===== src/rtl/mem_pkg.sv =====
// Shared types and decode helpers for the MEM-stage load/store unit.
package mem_pkg;

    typedef enum logic [3:0] {
        LB   = 4'd0,
        LH   = 4'd1,
        LW   = 4'd2,
        LBU  = 4'd3,
        LHU  = 4'd4,
        SB   = 4'd5,
        SH   = 4'd6,
        SW   = 4'd7,
        NONE = 4'd8
    } rw_code_t;

    typedef enum logic [1:0] {
        IDLE   = 2'd0,
        REQ    = 2'd1,
        WAIT_R = 2'd2,
        RESP   = 2'd3
    } state_t;

    localparam logic [1:0] SZ_B = 2'd0;
    localparam logic [1:0] SZ_H = 2'd1;
    localparam logic [1:0] SZ_W = 2'd2;

    // Codes with [3]=1 that the decoder never emits fall back to LW.
    function automatic rw_code_t decode_rw(input logic [3:0] rw);
        rw_code_t c;
        case (rw)
            4'b1000: c = LB;
            4'b1001: c = LH;
            4'b1010: c = LW;
            4'b1100: c = LBU;
            4'b1101: c = LHU;
            4'b1011: c = SB;
            4'b1110: c = SH;
            4'b1111: c = SW;
            default: c = rw[3] ? LW : NONE;
        endcase
        return c;
    endfunction

    function automatic logic is_store(input rw_code_t c);
        return (c == SB) || (c == SH) || (c == SW);
    endfunction

    function automatic logic [1:0] size_of(input rw_code_t c);
        logic [1:0] s;
        case (c)
            LB, LBU, SB: s = SZ_B;
            LH, LHU, SH: s = SZ_H;
            default:     s = SZ_W;
        endcase
        return s;
    endfunction

endpackage


===== src/rtl/load_formatter.sv =====
// Selects the addressed byte/halfword of a read word and sign- or zero-extends it.
module load_formatter
    import mem_pkg::*;
#(
    parameter int XLEN = 32
) (
    input  logic [XLEN-1:0] i_rdata,
    input  logic [1:0]      i_off,
    input  logic [3:0]      i_code,
    output logic [XLEN-1:0] o_load_data
);

    logic [7:0]  w_byte;
    logic [15:0] w_half;

    // Lane selection followed by extension according to the load code.
    always_comb begin
        w_byte      = 8'h00;
        w_half      = 16'h0000;
        o_load_data = {XLEN{1'b0}};
        case (i_off)
            2'd0:    w_byte = i_rdata[7:0];
            2'd1:    w_byte = i_rdata[15:8];
            2'd2:    w_byte = i_rdata[23:16];
            2'd3:    w_byte = i_rdata[31:24];
            default: w_byte = 8'h00;
        endcase
        if (i_off[1]) begin
            w_half = i_rdata[31:16];
        end else begin
            w_half = i_rdata[15:0];
        end
        case (rw_code_t'(i_code))
            LB:      o_load_data = {{(XLEN-8){w_byte[7]}}, w_byte};
            LBU:     o_load_data = {{(XLEN-8){1'b0}}, w_byte};
            LH:      o_load_data = {{(XLEN-16){w_half[15]}}, w_half};
            LHU:     o_load_data = {{(XLEN-16){1'b0}}, w_half};
            LW:      o_load_data = i_rdata;
            default: o_load_data = {XLEN{1'b0}};
        endcase
    end

endmodule


===== src/rtl/mem_access_unit.sv =====
// MEM-stage load/store unit: runs one req/gnt/rvalid data-memory transaction per accepted op
// and stalls the pipeline until it completes.
module mem_access_unit
    import mem_pkg::*;
#(
    parameter int XLEN    = 32,
    parameter int TIMEOUT = 16
) (
    input  logic            clk,
    input  logic            rst,
    input  logic            in_valid,
    output logic            in_ready,
    input  logic [3:0]      read_write,
    input  logic [XLEN-1:0] addr,
    input  logic [XLEN-1:0] store_data,
    input  logic [4:0]      rd,
    output logic            out_valid,
    output logic [4:0]      out_rd,
    output logic [XLEN-1:0] load_data,
    output logic            misaligned,
    output logic            bus_error,
    output logic            stall,
    output logic            dmem_req,
    output logic            dmem_we,
    output logic [3:0]      dmem_be,
    output logic [XLEN-1:0] dmem_addr,
    output logic [XLEN-1:0] dmem_wdata,
    input  logic            dmem_gnt,
    input  logic            dmem_rvalid,
    input  logic [XLEN-1:0] dmem_rdata
);

    localparam int CW = $clog2(TIMEOUT);

    state_t          r_state;
    state_t          w_next;
    rw_code_t        r_code;
    rw_code_t        w_code;
    logic [1:0]      r_off;
    logic [CW-1:0]   r_tmo;
    logic [1:0]      w_size;
    logic            w_mis;
    logic            w_accept;
    logic            w_tmo_hit;
    logic            w_tmo_fault;
    logic [3:0]      w_be;
    logic [XLEN-1:0] w_wdata;
    logic [XLEN-1:0] w_fmt;

    logic            r_out_valid;
    logic [4:0]      r_out_rd;
    logic [XLEN-1:0] r_load_data;
    logic            r_misaligned;
    logic            r_bus_error;
    logic            r_dmem_req;
    logic            r_dmem_we;
    logic [3:0]      r_dmem_be;
    logic [XLEN-1:0] r_dmem_addr;
    logic [XLEN-1:0] r_dmem_wdata;

    assign w_code    = decode_rw(read_write);
    assign w_size    = size_of(w_code);
    assign w_accept  = in_valid && (r_state == IDLE);
    assign w_tmo_hit = (r_tmo == CW'(TIMEOUT - 1));

    assign in_ready   = (r_state == IDLE) && !rst;
    assign stall      = (r_state != IDLE);
    assign out_valid  = r_out_valid;
    assign out_rd     = r_out_rd;
    assign load_data  = r_load_data;
    assign misaligned = r_misaligned;
    assign bus_error  = r_bus_error;
    assign dmem_req   = r_dmem_req;
    assign dmem_we    = r_dmem_we;
    assign dmem_be    = r_dmem_be;
    assign dmem_addr  = r_dmem_addr;
    assign dmem_wdata = r_dmem_wdata;

    load_formatter #(.XLEN(XLEN)) u_fmt (
        .i_rdata     (dmem_rdata),
        .i_off       (r_off),
        .i_code      (r_code),
        .o_load_data (w_fmt)
    );

    // Byte enables, store-lane replication and alignment check for the incoming op.
    always_comb begin
        w_be    = 4'b0000;
        w_wdata = store_data;
        w_mis   = 1'b0;
        case (w_size)
            SZ_B: begin
                w_be    = 4'b0001 << addr[1:0];
                w_wdata = {(XLEN/8){store_data[7:0]}};
                w_mis   = 1'b0;
            end
            SZ_H: begin
                w_be    = 4'b0011 << addr[1:0];
                w_wdata = {(XLEN/16){store_data[15:0]}};
                w_mis   = addr[0];
            end
            default: begin
                w_be    = 4'b1111;
                w_wdata = store_data;
                w_mis   = (addr[1:0] != 2'b00);
            end
        endcase
        if (w_code == NONE) begin
            w_mis = 1'b0;
        end else begin
            w_mis = w_mis;
        end
    end

    // Next-state logic; a timeout in REQ or WAIT_R completes the op with a fault.
    always_comb begin
        w_next      = r_state;
        w_tmo_fault = 1'b0;
        case (r_state)
            IDLE: begin
                if (w_accept) begin
                    if ((w_code == NONE) || w_mis) begin
                        w_next = RESP;
                    end else begin
                        w_next = REQ;
                    end
                end else begin
                    w_next = IDLE;
                end
            end
            REQ: begin
                if (dmem_gnt) begin
                    w_next = is_store(r_code) ? RESP : WAIT_R;
                end else if (w_tmo_hit) begin
                    w_next      = RESP;
                    w_tmo_fault = 1'b1;
                end else begin
                    w_next = REQ;
                end
            end
            WAIT_R: begin
                if (dmem_rvalid) begin
                    w_next = RESP;
                end else if (w_tmo_hit) begin
                    w_next      = RESP;
                    w_tmo_fault = 1'b1;
                end else begin
                    w_next = WAIT_R;
                end
            end
            RESP:    w_next = IDLE;
            default: w_next = IDLE;
        endcase
    end

    // State, timeout counter, bus request registers and completion outputs.
    always_ff @(posedge clk) begin
        if (rst) begin
            r_state      <= IDLE;
            r_code       <= NONE;
            r_off        <= 2'b00;
            r_tmo        <= {CW{1'b0}};
            r_out_valid  <= 1'b0;
            r_out_rd     <= 5'd0;
            r_load_data  <= {XLEN{1'b0}};
            r_misaligned <= 1'b0;
            r_bus_error  <= 1'b0;
            r_dmem_req   <= 1'b0;
            r_dmem_we    <= 1'b0;
            r_dmem_be    <= 4'b0000;
            r_dmem_addr  <= {XLEN{1'b0}};
            r_dmem_wdata <= {XLEN{1'b0}};
        end else begin
            r_state      <= w_next;
            r_out_valid  <= (w_next == RESP);
            r_misaligned <= w_accept && w_mis;
            r_bus_error  <= w_tmo_fault;
            if (w_next != r_state) begin
                r_tmo <= {CW{1'b0}};
            end else if ((r_state == REQ) || (r_state == WAIT_R)) begin
                r_tmo <= r_tmo + CW'(1);
            end
            if (w_accept) begin
                r_code   <= w_code;
                r_off    <= addr[1:0];
                r_out_rd <= rd;
            end
            if (w_accept && (w_next == REQ)) begin
                r_dmem_req   <= 1'b1;
                r_dmem_we    <= is_store(w_code);
                r_dmem_be    <= w_be;
                r_dmem_addr  <= {addr[XLEN-1:2], 2'b00};
                r_dmem_wdata <= is_store(w_code) ? w_wdata : {XLEN{1'b0}};
            end else if ((r_state == REQ) && (dmem_gnt || w_tmo_hit)) begin
                r_dmem_req <= 1'b0;
            end
            // Only a genuine read-data beat produces non-zero load data.
            if (w_next == RESP) begin
                r_load_data <= ((r_state == WAIT_R) && dmem_rvalid) ? w_fmt : {XLEN{1'b0}};
            end
        end
    end

endmodule


===== config.mk =====
export PLATFORM = sky130hd
export DESIGN_NAME = mem_access_unit
export DESIGN_NICKNAME = d
export VERILOG_FILES = /design/src/rtl/mem_pkg.sv /design/src/rtl/load_formatter.sv /design/src/rtl/mem_access_unit.sv
export SDC_FILE = /design/constraint.sdc
export NUM_CORES = 1
export LEC_CHECK = 0
export BUFFER_PORTS_ARGS = -buffer_cell sky130_fd_sc_hd__clkbuf_2
export CELL_PAD_IN_SITES_DETAIL_PLACEMENT = 0
export CELL_PAD_IN_SITES_GLOBAL_PLACEMENT = 1
export CORE_UTILIZATION = 40
export CTS_BUF_LIST = sky130_fd_sc_hd__clkbuf_16
export CTS_CLUSTER_SIZE = 12
export DETAILED_ROUTE_END_ITERATION = 16
export PLACE_DENSITY = 0.92
export SYNTH_ARGS = -nofsm -noshare
export SYNTH_HDL_FRONTEND = slang
export SYNTH_HIERARCHICAL = 1
export SYNTH_SLANG_ARGS = --single-unit

===== constraint.sdc =====
create_clock -name clk -period 3.4 [get_ports clk]
set_input_delay 0.85 -clock clk [delete_from_list [all_inputs] [get_ports clk]]
set_output_delay 0.85 -clock clk [all_outputs]
set_load 0.01 [all_outputs]

=== Yosys cells after proc, flatten, opt, wreduce, memory -nomap -nowiden ===
Cells that the tools add are included.

* $add $sub $neg: 1
* Eq/ne operators: 33
* Shifts and indexed selects: 2
* Muxes and demuxes: 26
* Reductions and logical operators: 25

{| class="wikitable"
|+ Operators with widths
! cell !! count
|-
| 32-bit one-hot mux with 5 select lines || 1
|-
| 32-bit 2-to-1 mux || 2
|-
| 32-bit one-hot mux with 2 select lines || 1
|-
| 4-bit equality test (second input constant) || 10
|-
| 4-bit by 3-bit equality test with 1-bit output (second input constant) || 8
|-
| 4-bit one-hot mux with 8 select lines || 1
|-
| 8-bit one-hot mux with 4 select lines || 1
|-
| 16-bit 2-to-1 mux || 1
|-
| 4-bit by 2-bit equality test with 1-bit output (second input constant) || 3
|-
| 2-bit equality test (second input constant) || 5
|-
| 1-bit 2-to-1 mux || 9
|-
| 2-bit by 1-bit equality test with 1-bit output (second input constant) || 4
|-
| 4-bit by 1-bit equality test with 1-bit output (second input constant) || 2
|-
| 4-bit logical NOT || 2
|-
| 2-bit 2-to-1 mux || 4
|-
| 2-bit one-hot mux with 4 select lines || 1
|-
| 4-bit one-hot mux with 2 select lines || 1
|-
| 1-bit logical OR || 7
|-
| 1-bit logical AND || 6
|-
| 2-bit logical NOT || 3
|-
| 2-bit nonzero test || 3
|-
| 3-bit OR reduction || 2
|-
| 4-bit by 1-bit adder with 4-bit output (second input constant) || 1
|-
| 4-bit 2-to-1 mux || 1
|-
| 7 further kinds || 8
|}

* Register bits after elaboration: 120
* Input port bits: 110
* Output and inout port bits: 112
* Logic and storage cells: 101

=== Logic depth before layout (Yosys ltp) ===
* Depth after elaboration: 15
* Depth in mapped cells: 10
* Gate-level depth less buffers: 7

=== Cells and area by module ===
Netlist, hierarchy kept.

{| class="wikitable"
|+ By module, submodules not included
! module !! times used !! cells each !! area each (um^2) !! sequential area each (um^2)
|-
| mem_access_unit || 1 || 621 || 5,476.5 || 2,402.3
|-
| load_formatter || 1 || 127 || 965.9 || 0.0
|}

=== Worst setup path after synthesis ===
Ideal clock, no wire load.

* Kind: input port to flip-flop
* Start point: input read_write[2]
* End point: register r_dmem_wdata[14] (netlist: dmem_wdata[14])
* Library setup time: 0.121 ns
* Arrival time: 2.276 ns
* Data required time: 3.279 ns
* Path slack: 1.003 ns
* Stages: 7
* Buffers on the path: 2
* Cell sequence: buf_2 -> and3b_1 -> o21ai_1 -> buf_2 -> mux2_2 -> nand2_1 -> mux2i_1

* Longest elaborated chain between the ends: 14
* Elaborated cells between the ends (all ways): 34
* Those cells by class: eq/ne (17); mux (9); reduce/logical (8)

{| class="wikitable"
|+ Ends and longest elaborated chain
! what !! RTL line !! text
|-
| start: declaration || mem_access_unit.sv:13 || <nowiki>input logic [3:0] read_write,</nowiki>
|-
| 4-bit equality test || mem_pkg.sv:30 || <nowiki>case (rw)</nowiki>
|-
| 4-bit one-hot mux with 8 select lines (*) || mem_pkg.sv:30 ||
|-
| 4-bit by 3-bit equality test with 1-bit output (tied with other cells) || mem_pkg.sv:45, mem_pkg.sv:50 ||
|-
| 3-bit OR reduction || mem_pkg.sv:50 || <nowiki>case (c)</nowiki>
|-
| 2-bit one-hot mux with 2 select lines || mem_pkg.sv:50 ||
|-
| 2-bit by 1-bit equality test with 1-bit output or 2-bit logical NOT (tied branches) || mem_access_unit.sv:91 || <nowiki>case (w_size)</nowiki>
|-
| 1-bit one-hot mux with 2 select lines || mem_access_unit.sv:91 ||
|-
| 1-bit 2-to-1 mux || mem_access_unit.sv:108 || <nowiki>if (w_code == NONE) begin</nowiki>
|-
| 1-bit logical OR || mem_access_unit.sv:122 || <nowiki>if ((w_code == NONE) || w_mis) begin</nowiki>
|-
| 2-bit 2-to-1 mux || mem_access_unit.sv:122 ||
|-
| 2-bit 2-to-1 mux || mem_access_unit.sv:121 || <nowiki>if (w_accept) begin</nowiki>
|-
| 2-bit one-hot mux with 4 select lines || mem_access_unit.sv:119 || <nowiki>case (r_state)</nowiki>
|-
| 2-bit by 1-bit equality test with 1-bit output || mem_access_unit.sv:188 || <nowiki>if (w_accept && (w_next == REQ)) begin</nowiki>
|-
| 1-bit logical AND || mem_access_unit.sv:188 ||
|-
| end signal: assignment || mem_access_unit.sv:172 || <nowiki>r_dmem_wdata <= {XLEN{1'b0}};</nowiki>
|-
| end signal: assignment || mem_access_unit.sv:193 || <nowiki>r_dmem_wdata <= is_store(w_code) ? w_wdata : {XLEN{1'b0}};</nowiki>
|-
| end: declaration || mem_access_unit.sv:59 || <nowiki>logic [XLEN-1:0] r_dmem_wdata;</nowiki>
|}

Mark *: on every way between the ends. The rest lies on a longest branch, timed or not.
A chain may end at the register's enable or synchronous reset.

=== Final worst setup path ===
* Start point: register r_code[0]
* End point: register r_dmem_wdata[5] (netlist: dmem_wdata[5])

* Longest elaborated chain between the ends: 8
* Elaborated cells between the ends (all ways): 10
* Those cells by class: eq/ne (4); mux (3); reduce/logical (3)

{| class="wikitable"
|+ Ends and longest elaborated chain
! what !! RTL line !! text
|-
| start: declaration || mem_access_unit.sv:37 || <nowiki>rw_code_t r_code;</nowiki>
|-
| start signal: assignment || mem_access_unit.sv:184 || <nowiki>r_code <= w_code;</nowiki>
|-
| 4-bit by 3-bit equality test with 1-bit output || mem_pkg.sv:45 || <nowiki>return (c == SB) || (c == SH) || (c == SW);</nowiki>
|-
| 1-bit logical OR || mem_pkg.sv:45 ||
|-
| 1-bit logical OR (*) || mem_pkg.sv:45 ||
|-
| 1-bit 2-to-1 mux (*) || mem_access_unit.sv:133 || <nowiki>w_next = is_store(r_code) ? RESP : WAIT_R;</nowiki>
|-
| 2-bit 2-to-1 mux (*) || mem_access_unit.sv:132 || <nowiki>if (dmem_gnt) begin</nowiki>
|-
| 2-bit one-hot mux with 4 select lines (*) || mem_access_unit.sv:119 ||
|-
| 2-bit by 1-bit equality test with 1-bit output (*) || mem_access_unit.sv:188 ||
|-
| 1-bit logical AND (*) || mem_access_unit.sv:188 ||
|}

Marked as above.

==> impl_metrics.csv <==
group,metric,value,unit
route,routed_via_density,5.37,
timing,period_share,81.3,%
timing,setup_viol,0,
clock_tree,cts_inserted_buffers,17,
floorplan,ios,222,
yosys,yosys.cell_types.count,59,
critical_path,crit_chain,"nor2_1, o31a_1, o21ai_2, nand3_2, buf_4, a31o_2",
critical_path,cp-start-kind,"flip-flop",
critical_path,critPathTopFamily,"compound AO/OA/AOI/OAI gates",
yosys,syn-mean-instance-area,8.61,um2
critical_path,cpPeakStageDelay,0.69,ns
critical_path,cpMaxStageDelayCell,"o21ai_2",
clock_tree,cts_setup_buffers,0,
min_path,hold_path.class,"reg -> reg",
placed_design,gp_congestion,0.788,
critical_path,required,3.71,ns
timing,hold_viol_final,0,
timing,fin_crit,2.76,ns
critical_path,cp_max_fo,20,
floorplan,die_h,129,um
critical_path,crit_start,"r_code[0]$_SDFFE_PP0P_",
clock_tree,cts_resized,0,
route,wl_met1,8440,um
placed_design,hpwl,13300,um
power_and_ir_drop,leakage,3.45,nW
layout,layout-drive-gt1-share,35.4,%
yosys,synth_top_flop_cell,"dfxtp_1",
clock_tree,cts_tree,"done",
route,wl,19100,um
timing,finalSetupTns,0,ns
yosys,synthArstFlopShare,0,%
clock_tree,root_buffer,"clkbuf_16",
floorplan,rows,46,
layout,multiInputGateArea,3590,um2
grt,grt_start_max_net_pins,52,
grt,grt_antenna_before_repair,0,
power_and_ir_drop,power_density,760,nW/um2
run,max_cap_violations,0,
grt,globalRouteTotalUtil,23.0,%
yosys,ys_top_cells_by_area,"dfxtp_1, mux2i_1, nand2_1",
layout,fillers,1518,
route,drc_errors,0,
route,met2RoutedLength,8930,um
grt,grt_pass1_vias,5760,
layout,area_growth,27.4,%
floorplan,core_area,15800,um2
yosys,syn_area,6440,um2
floorplan,die_area,16600,um2
critical_path,rrSetupSlack,0.64,ns
critical_path,critPathCaptureType,"flip-flop",
yosys,synth_top_area_cell,"dfxtp_1",
layout,num_antenna_cells,0,
clock_tree,clk_latency,0.42,ns
clock_tree,cts.sinks,120,
layout,seq_area,2400,um2
placed_design,dp_cells,1128,
yosys,synth_top_area_share,37.3,%
route,vias,6230,
yosys,syn_inst,748,
min_path,worstHoldStart,"load_data[20]$_SDFFE_PP0P_",
route,wl_per_cell,16.4,um
clock_tree,clk_path_buf_depth,2,
critical_path,crit_buf_inv,1,
layout,fin_cells,1160,
route,dr.pass1.iters,5,
yosys,synth_edf_count,0,
critical_path,crit_type,"reg -> reg",
timing,final_max_slew_viol_count,0,
floorplan,initial_utilization,40.7,%
clock_tree,htree_levels,4,
yosys,synth.yosys.seq_area_share,37.3,%
timing,rsz0062_at_grt,"false",
power_and_ir_drop,ir_drop,0.623,mV
clock_tree,clk_pin_slew,0.06,ns
timing,worst_pin_slew,0.887,ns
floorplan,fp.dieW,129,um
layout,fin_nets,1046,
critical_path,r2r-start,"r_code[0]$_SDFFE_PP0P_",
placed_design,io_buffers,219,
timing,max_freq,362,MHz
grt,gr-total-overflow,0,
yosys,yosys_warnings,6,
route,dr.max_layer_used,"met4",
critical_path,arrival,3.07,ns
clock_tree,cts_hold_buf,0,
status,status,"complete, no violations",
route,ant_nets,0,
timing,timing.slew.headroom,40.8,%
timing,clock_skew,0.0111,ns
route,wl_met3,1370,um
route,drtIter0Drc,446,
grt,grt_pass1_wl,29800,um
yosys,synth_seq_cells,120,
==> stage by stage <==
step           util [%]  worst slack, ns  hold slack (ns)  power [mW]  cell area (um2)
4_1_cts            51.9            0.639            0.456        6.28             8210
6_report           51.9            0.636            0.454        6.24             8210
2_1_floorplan         -             1.00            0.437        3.74             6450
3_5_place_dp       48.0            0.510            0.448        4.39             7600
3_3_place_gp       48.0            0.506            0.442        4.39             7600
5_1_grt            51.9            0.419            0.468        6.58             8210
==> final cells by class <==
type	count	area share [%]
clock inverters	15	2.27
inverters	18	0.823
well taps	216	3.29
repair buffers	238	15.4
flip-flops and latches	120	29.3
clock buffers	17	5.18
multi-input cells	536	43.8
==> worst min-delay path, cell delays in order, from the launching register on <==
cell     delay, ns
dfxtp_1       0.30
nand2_1       0.05
mux2i_1       0.05
==> routing by layer <==
metal,GRT usage (%),vias up
met2,37.6,244
met5,0,-
met1,29.0,2900
met4,8.51,0
li1,-,3065
met3,6.28,21
==> path summary, 6_finish.rpt <==
path / endpoint / depth (start not counted)
max: dmem_wdata[5]$_SDFFE_PP0P_ / 6
min reg2reg: load_data[20]$_SDFFE_PP0P_ / 2
min: load_data[20]$_SDFFE_PP0P_ / 2
max reg2reg: dmem_wdata[5]$_SDFFE_PP0P_ / 6
==> cells in the final DEF, fill, tap and decap left out, types with 3 or more instances in the layout <==
cell type,n
dfxtp_1,120
o21ai_0,17
nor3_1,8
inv_1,19
o221ai_1,7
nor4_1,11
o221a_2,8
nor2_1,7
clkbuf_16,17
o31ai_1,30
a31o_2,11
o21ai_2,11
buf_4,17
xnor2_1,5
mux4_2,7
o211ai_1,13
nand4_1,31
nand2_1,173
nand2b_1,3
a211o_1,3
nand3_1,4
a21oi_1,47
o21a_1,3
ha_1,5
clkinv_4,3
mux2_2,18
mux2i_1,72
bufinv_16,4
clkbuf_2,219
==> power by group <==
part | switching [mW] | leakage (nW) | internal [mW]
clock network | 0.653 | 0.300 | 1.21
logic | 1.70 | 2.18 | 0.928
registers | 0.136 | 0.973 | 1.62
==> sequential cells by signal (all words and copies together), names as in the netlist <==
register and count:
misaligned 1, dmem_addr 30, dmem_be 4, dmem_we 1
dmem_req 1, r_code 4, dmem_wdata 32, r_tmo 4
bus_error 1, r_off 2, load_data 32, out_valid 1
r_state 2, out_rd 5
==> cell families (layout without fill, tap and decap cells) <==
logic type	after synthesis	in the layout	synth area share, %
AOI/OAI and AO/OA	167	167	18.1
xor gates and xnor gates	7	7	0.952
adders and majority gates	5	5	0.971
buffers and inverters	93	288	7.26
DFF	120	120	37.3
muxes	97	97	16.8
other	1	2	0.0582
and+or+nand+nor	258	258	18.6
==> Yosys cell counts (8+ instances only) <==
| library cell | n |
|---|---|
| a31o_2 | 11 |
| nand2_1 | 174 |
| inv_1 | 17 |
| o211ai_1 | 13 |
| nor4_1 | 11 |
| buf_6 | 10 |
| mux2_2 | 18 |
| o31ai_1 | 30 |
| o21ai_0 | 18 |
| nor3_1 | 9 |
| mux2i_1 | 72 |
| buf_2 | 13 |
| nand4_1 | 31 |
| a21oi_1 | 47 |
| o221a_2 | 8 |
| clkbuf_1 | 40 |
| dfxtp_1 | 120 |
| o21ai_2 | 10 |
No activity file was read; power rests on OpenSTA's default activity.
